**src/rtl/spi_master_ctrl.sv**
```systemverilog
// Command-driven SPI master for the SPI wrapper: serialises {op,data} frames on SS_n/MOSI
// and, for read-data frames, captures the returned byte from MISO.
module spi_master_ctrl #(
  parameter int unsigned TURNAROUND = 1,
  parameter int unsigned IDLE_GAP   = 1
) (
  input  logic       clk,
  input  logic       rst_n,
  input  logic       cmd_valid,
  output logic       cmd_ready,
  input  logic [1:0] cmd_op,
  input  logic [7:0] cmd_data,
  output logic [7:0] rd_data,
  output logic       rd_valid,
  output logic       busy,
  output logic       SS_n,
  output logic       MOSI,
  input  logic       MISO
);

  typedef enum logic [2:0] {
    IDLE,
    START,
    SHIFT,
    TURN,
    CAPTURE,
    STOP
  } state_t;

  localparam logic [3:0] SHIFT_LAST = 4'd9;
  localparam logic [3:0] CAP_LAST   = 4'd7;
  localparam logic [3:0] TURN_LAST  = 4'(TURNAROUND - 1);
  localparam logic [3:0] GAP_LAST   = 4'(IDLE_GAP - 1);

  state_t     state_q, state_d;
  logic [3:0] cnt_q, cnt_d;
  logic [9:0] sh_q, sh_d;
  logic [7:0] cap_q, cap_d;
  logic [7:0] rd_data_q, rd_data_d;
  logic       is_rd_q, is_rd_d;
  logic       ss_n_q, ss_n_d;
  logic       mosi_q, mosi_d;
  logic       rd_valid_q, rd_valid_d;
  logic       handshake;

  assign cmd_ready = (state_q == IDLE) && rst_n;
  assign handshake = cmd_valid && cmd_ready;
  assign busy      = (state_q != IDLE);
  assign SS_n      = ss_n_q;
  assign MOSI      = mosi_q;
  assign rd_data   = rd_data_q;
  assign rd_valid  = rd_valid_q;

  // SS_n/MOSI are registered from the next-state decision so they line up with the state
  always_comb begin
    state_d    = state_q;
    cnt_d      = cnt_q;
    sh_d       = sh_q;
    cap_d      = cap_q;
    rd_data_d  = rd_data_q;
    is_rd_d    = is_rd_q;
    ss_n_d     = 1'b1;
    mosi_d     = 1'b0;
    rd_valid_d = 1'b0;
    unique case (state_q)
      IDLE: begin
        if (handshake) begin
          state_d = START;
          sh_d    = {cmd_op, cmd_data};
          is_rd_d = (cmd_op == 2'b11);
          cnt_d   = '0;
          ss_n_d  = 1'b0;
          mosi_d  = cmd_op[1];
        end
      end
      START: begin
        state_d = SHIFT;
        cnt_d   = '0;
        ss_n_d  = 1'b0;
        mosi_d  = sh_q[9];
        sh_d    = {sh_q[8:0], 1'b0};
      end
      SHIFT: begin
        if (cnt_q == SHIFT_LAST) begin
          cnt_d = '0;
          if (is_rd_q) begin
            state_d = TURN;
            ss_n_d  = 1'b0;
          end else begin
            state_d = STOP;
          end
        end else begin
          cnt_d  = cnt_q + 4'd1;
          ss_n_d = 1'b0;
          mosi_d = sh_q[9];
          sh_d   = {sh_q[8:0], 1'b0};
        end
      end
      TURN: begin
        ss_n_d = 1'b0;
        if (cnt_q == TURN_LAST) begin
          state_d = CAPTURE;
          cnt_d   = '0;
        end else begin
          cnt_d = cnt_q + 4'd1;
        end
      end
      CAPTURE: begin
        cap_d = {cap_q[6:0], MISO};
        if (cnt_q == CAP_LAST) begin
          state_d    = STOP;
          cnt_d      = '0;
          rd_data_d  = {cap_q[6:0], MISO};
          rd_valid_d = 1'b1;
        end else begin
          cnt_d  = cnt_q + 4'd1;
          ss_n_d = 1'b0;
        end
      end
      STOP: begin
        if (cnt_q == GAP_LAST) begin
          state_d = IDLE;
          cnt_d   = '0;
        end else begin
          cnt_d = cnt_q + 4'd1;
        end
      end
      default: begin
        state_d = IDLE;
        cnt_d   = '0;
      end
    endcase
  end

  always_ff @(posedge clk or negedge rst_n) begin
    if (!rst_n) begin
      state_q    <= IDLE;
      cnt_q      <= '0;
      sh_q       <= '0;
      cap_q      <= '0;
      rd_data_q  <= '0;
      is_rd_q    <= 1'b0;
      ss_n_q     <= 1'b1;
      mosi_q     <= 1'b0;
      rd_valid_q <= 1'b0;
    end else begin
      state_q    <= state_d;
      cnt_q      <= cnt_d;
      sh_q       <= sh_d;
      cap_q      <= cap_d;
      rd_data_q  <= rd_data_d;
      is_rd_q    <= is_rd_d;
      ss_n_q     <= ss_n_d;
      mosi_q     <= mosi_d;
      rd_valid_q <= rd_valid_d;
    end
  end

endmodule

```
**config.mk**
```make
export PLATFORM = sky130hd
export DESIGN_NAME = spi_master_ctrl
export DESIGN_NICKNAME = d
export VERILOG_FILES = /design/src/rtl/spi_master_ctrl.sv
export SDC_FILE = /design/constraint.sdc
export NUM_CORES = 1
export LEC_CHECK = 0
export BUFFER_PORTS_ARGS = -buffer_cell sky130_fd_sc_hd__buf_2
export CORE_MARGIN = 2
export CORE_UTILIZATION = 31
export DETAILED_ROUTE_END_ITERATION = 10
export PLACE_DENSITY = 0.56
export SYNTH_ARGS = -nofsm -noshare
export SYNTH_HDL_FRONTEND = slang
export SYNTH_SLANG_ARGS = --single-unit
```
**constraint.sdc**
```tcl
create_clock -name clk -period 2.38 [get_ports clk]
set_input_delay 0.238 -clock clk [delete_from_list [all_inputs] [get_ports clk]]
set_output_delay 0.238 -clock clk [all_outputs]
set_load 0.02 [all_outputs]
```
==> results of run 1 <==
==> power by group through the flow <==
stage / registers [W] / clock network [W] / logic, W
after CTS: 0.00102 / 0.000423 / 0.00111
after global placement: 0.00102 / 0 / 0.00107
final: 0.00102 / 0.000407 / 0.00110
after detailed placement: 0.00103 / 0 / 0.00110
after global routing: 0.00106 / 0.000462 / 0.00121
after floorplan: 0.000985 / 0 / 0.000885
==> Yosys cell counts (2+ instances only) <==
cell type	count
o21ai_0	6
mux2_2	32
a21o_1	2
nand3_1	2
a31oi_1	2
nand2b_1	3
buf_4	2
a221oi_2	2
a21oi_1	5
inv_1	6
dfrtp_1	35
ha_1	3
nor2b_1	4
a21oi_2	2
nand3b_1	2
nand2_1	8
o22ai_1	2
==> cell families after synthesis <==
kind of cell	share of synthesized area (%)
compound gates	11.2
xor+xnor	0.500
fa+ha+maj	2.14
buf+inv	2.43
flops	51.5
mux	21.1
simple gates	11.1
==> metrics by stage <==
step | instance area, um2 | setup slack [ns] | total power [W] | cells | utilization [%]
finish | 2060 | 0.432 | 0.00253 | 244 | 37.6
global route | 2060 | 0.330 | 0.00273 | 244 | 37.6
CTS | 2060 | 0.423 | 0.00256 | 244 | 37.6
detailed placement | 1980 | 0.444 | 0.00214 | 237 | 36.1
global placement | 1980 | 0.476 | 0.00209 | 237 | 36.1
floorplan | 1750 | 0.676 | 0.00187 | 139 | -
==> area by class of cell <==
type | count | area [um2]
Clock buffer | 5 | 68.8
Clock inverter | 2 | 12.5
Fill cell | 538 | 3420
Inverter | 6 | 22.5
Multi-Input combinational cell | 94 | 808
Sequential cell | 36 | 902
Tap cell | 72 | 90.1
Timing Repair Buffer | 29 | 153
==> worst max-delay path, cell delays in order (launching register included) <==
cell	delay, ns
dfrtp_1	0.56
nand2b_1	0.31
a21oi_2	0.15
buf_4	0.20
mux2_2	0.34
mux2_2	0.26
==> per-layer routing <==
metal / share of wire (%) / wire [um] / GRT usage (%)
met1: 42 / 1380 / 13.9
met2: 52 / 1700 / 19.6
met3: 4.5 / 147 / 3.98
met4: 2.2 / 74 / 5.17
met5: 0 / 0 / 0
==> flip-flops by register name (all words and copies together), names as in the netlist <==
| register | count |
|---|---|
| MOSI | 1 |
| SS_n | 1 |
| cap_q | 7 |
| cnt_q | 4 |
| is_rd_q | 1 |
| rd_data | 8 |
| rd_valid | 1 |
| sh_q | 10 |
| state_q | 3 |
==> worst max path at each step <==
stage	endpoint	slack, ns
final	sh_q[4]	0.43
after global routing	sh_q[8]	0.33
after CTS	sh_q[6]	0.42
after detailed placement	sh_q[6]	0.44
after global placement	sh_q[4]	0.48
after floorplan	state_q[1]	0.68
==> results.txt, run 1 <==
Status - finished, final reports clean
Violation count after the first detailed-route iteration - 85
Async S/R FF share, synth - 100%
Synth Warn # - 0
Post-synthesis average cell area - 12.6 um2
GP Congestion - 0.864
Share of the synthesized area in the top cell type - 50.0%
CTS tree - done
Row cnt - 27
Worst Setup End Kind - flip-flop
Setup TNS - 0 ns
Number of diodes - 0
Mapped Area - 1750 um2
Power Dens Cells - 1230 nW/um2
Clock skew - 0.00949 ns
VDD IR-drop max - 420 uV
Period utilisation layout - 81.9%
DIE AREA - 6270 um2
CORE AREA - 5470 um2
Gates resized, CTS repair - 0
R2r startpoint - state_q[0]
Max-Cap Viols - 0
Clk_lat worst skew - 0.28 ns
Post-synth EDFFs - 0
Register share of total power - 40.5%
Slew Limit Fails - 0
Sequential area share after synthesis - 51.5%
CP Launch Type - flip-flop
Largest cells by area after synthesis - dfrtp_1 50%, mux2_2 21%, ha_1 2.1%
Area Overhead vs Synth - 17.3%
Clk pwr share - 16.1%
Share of cells above drive strength 1 - 45.9%
IO buf count - 26
Critical path class - reg -> reg
CTS buffer count - 5
Internal power - 0.00159 W
Antenna violations before repair - 0
Post-Route WL - 3300 um
Final setup violation count - 0
Synth Net Count - 156
Worst-Margin Slew - 0.612 ns
Synth area leader - dfrtp_1
WL/cell - 13.5 um
Commonest non-fill, non-tap cell in the layout - dfrtp_1
CP max FO - 12
Clk slew on worst S/H paths - 0.07 ns
Largest net degree at the start of global routing - 42
Via count - 1,208
Post-CTS Setup Bufs - 0
Post-DP HPWL - 2430 um
Min Tclk post-route - 1.95 ns
I/O pins - 27
NetSw - 0.000940 W
CTS H-Tree Depth - 2
Grt ovf - 0
Leak Pwr - 0.960 nW
Crit path DAT - 2.11 ns
R2R setup slack - 0.43 ns
Clock root buffer - clkbuf_8
Worst reg2reg path depth - 5
Worst Path Required - 2.54 ns
Combinational share of power - 43.4%
Synth Flop Type - dfrtp_1
Critical path origin - state_q[0]
First-pass GRT wire length - 5770 um
Hold Buf Count CTS - 0
Nets - 189
Syn Inst Count - 139
# clock sinks - 36
Longest Clk Path Bufs - 2
Cell variety after synth - 38
Hold WC Path Type - in -> async
Sw Share - 37.2%
Slew headroom - 58.9%
Vias per cell - 4.95
RR Endpoint - sh_q[4]
ANT nets after route - 0
Initial core utilization - 32.0%
Die height - 79.2 um
Drt drc - 0
Post-synthesis sequential element count - 36
Pre-Repair DR Iteration Count - 4
Die width - 79.2 um
Fmax - 513 MHz
Worst hold margin - 0.0153 ns
Total track usage - 11.8%
Count of final hold-check violations - 0
Unrepaired setup endpoints after global routing - no
Most frequent cells in the layout - 35 x dfrtp_1, 32 x mux2_2, 26 x buf_2
Vias in the first global route - 1,252
No activity file was read; power rests on OpenSTA's default activity.
==> run 2, diff against run 1 <==
==> constraint.sdc (replaced) <==
create_clock -name clk -period 2 [get_ports clk]
set_input_delay 0.2 -clock clk [delete_from_list [all_inputs] [get_ports clk]]
set_output_delay 0.2 -clock clk [all_outputs]
set_load 0.02 [all_outputs]
==> run 2 against run 1 <==
Core utilization up 1.3 points. Sequential power up 18%. Die area unchanged. Clock-buffer cell count unchanged. Via count up 1.2%. Worst setup slack worse by 0.34 ns. Clock power up 57%. Wire length up 4.5%. Sequential share of layout area down 1.4 points. Combinational power up 25%. Cell area up 3.4%. Register-to-register slack worse by 0.34 ns. Critical path type unchanged.
==> results.txt, run 2 (synthesis gave the netlist of run 1 again) <==
Worst reg2reg path depth - 5
Final setup violation count - 0
Pre-Repair DR Iteration Count - 4
Combinational share of power - 42.8%
Critical path's largest stage delay - 0.47 ns
Clock skew - 0.00575 ns
VDD IR-drop max - 423 uV
Critical path origin - cnt_q[0]
Post-DP HPWL - 2500 um
IO buf count - 26
R2r startpoint - cnt_q[0]
Antenna violations before repair - 0
Vias in the first global route - 1,238
Worst Path Required - 2.17 ns
Setup TNS - 0 ns
Longest Clk Path Bufs - 2
Area Overhead vs Synth - 21.3%
Tot Pwr - 0.00322 W
CP Launch Type - flip-flop
Fillcell total - 547
Clk pwr share - 19.9%
Number of diodes - 0
Max reg flops - 10
Row cnt - 27
Violation count after the first detailed-route iteration - 69
Post-Route WL - 3440 um
Power Dens Cells - 1520 nW/um2
Max-Cap Viols - 0
CP delay by family, top - compound AO/OA/AOI/OAI gates
GP Congestion - 0.837
Unrepaired setup endpoints after global routing - no
Hold path depth - 2
Worst hold margin - 0.164 ns
# clock sinks - 36
Grt ovf - 0
Critical path class - reg -> reg
Storage element area - 902 um2
Cell at the slowest stage of the critical path - dfrtp_1
Slew Limit Fails - 0
CTS H-Tree Depth - 2
Gates resized, CTS repair - 0
RR Endpoint - state_q[1]
Dpl cells - 241
Nets - 194
Slew headroom - 67.4%
Crit-path cells - ha_1 > nand3b_1 > a221oi_2 > a21oi_2 > a221o_1
ANT nets after route - 0
Total track usage - 12.3%
Fmax - 525 MHz
Die height - 79.2 um
I/O pins - 27
Hold WC Path Type - in -> reg
Most frequent cells in the layout - 35 x dfrtp_1, 32 x mux2_2, 26 x buf_2
CTS buffer count - 5
CP max FO - 7
Crit path DAT - 2.08 ns
DIE AREA - 6270 um2
Via count - 1,222
CTS tree - done
Multi-input gate area - 808 um2
Finished Layout Cells - 250
Min Tclk post-route - 1.91 ns
Worst path depth - 5
Leak Pwr - 0.999 nW
Die width - 79.2 um
NetSw - 0.00116 W
Worst-Margin Slew - 0.489 ns
WL/cell - 13.8 um
Status - finished, final reports clean
First-pass GRT wire length - 6030 um
R2R setup slack - 0.09 ns
Crit path capture - state_q[1]
Largest net degree at the start of global routing - 42
CORE AREA - 5470 um2
Clk slew on worst S/H paths - 0.08 ns
Period utilisation layout - 95.3%
Clk_lat worst skew - 0.29 ns
Clock root buffer - clkbuf_8
Vias per cell - 4.89
Most flops, register - sh_q
Register share of total power - 37.3%
Worst Setup End Kind - flip-flop
Count of final hold-check violations - 0
Critical path buffers and inverters - 0
Drt drc - 0
Sw Share - 36.1%
Commonest non-fill, non-tap cell in the layout - dfrtp_1
Initial core utilization - 32.0%
Share of cells above drive strength 1 - 47.2%
Internal power - 0.00206 W
-- run 2: cell count changes in the layout (fill, tap and decap cells not counted) --
cell,change
buf_4,+4
bufinv_16,+1
dlygate4sd3_1,+1
-- run 2: metrics by stage --
| step | area [um2] | setup slack (ns) | util [%] |
|---|---|---|---|
| floorplan | 1750 | 0.296 | - |
| global placement | 2010 | 0.189 | 36.6 |
| detailed placement | 2010 | 0.141 | 36.6 |
| CTS | 2130 | 0.111 | 38.9 |
| global route | 2130 | 0.0168 | 38.9 |
| finish | 2130 | 0.0941 | 38.9 |
-- run 2: worst reg2reg max path, cell delays in order (launching register included) --
cell	delay (ns)
dfrtp_1	0.47
ha_1	0.22
nand3b_1	0.21
a221oi_2	0.44
a21oi_2	0.09
a221o_1	0.37
-- run 2: area by class of cell --
cell class / count / area share [%]
flip-flops and latches: 36 / 42.4
repair buffers: 34 / 9.06
clock inverters: 3 / 2.00
clock buffers: 5 / 3.24
inverters: 6 / 1.06
well taps: 72 / 4.24
multi-input cells: 94 / 38.0
-- run 2: worst min-delay path by stage --
stage                     startpoint         end  slack, ns
after floorplan                rst_n        MOSI       -0.1
after global placement         rst_n    cnt_q[2]       0.31
after detailed placement       rst_n  state_q[0]       0.31
after CTS                       MISO    cap_q[0]       0.16
after global routing            MISO  rd_data[0]       0.17
final                           MISO    cap_q[0]       0.16
-- run 2: power groups by stage --
stage / Sequential [W] / Combinational [W] / Clock (W)
after floorplan: 0.00117 / 0.00105 / 0
after global placement: 0.00120 / 0.00134 / 0
after detailed placement: 0.00122 / 0.00138 / 0
after CTS: 0.00120 / 0.00139 / 0.000659
after global routing: 0.00124 / 0.00153 / 0.000687
final: 0.00120 / 0.00138 / 0.000640
-- run 2: routing by layer --
layer  vias up  wire length (um)  GRT usage [%]
met5         -                 0              0
met4         0                56           4.66
met3         6               162           3.52
met2        25              1660           19.2
met1       611              1560           16.3
li1        580                 -              -
-- run 2: what timing repair did --
| item | 4_1_cts | 5_1_grt |
|---|---|---|
| endpoints found under the setup margin | 0 | 0 |
| endpoints found under the hold margin | 6 | 0 |
| setup buffers | 0 | 0 |
| hold buffers | 1 | 0 |
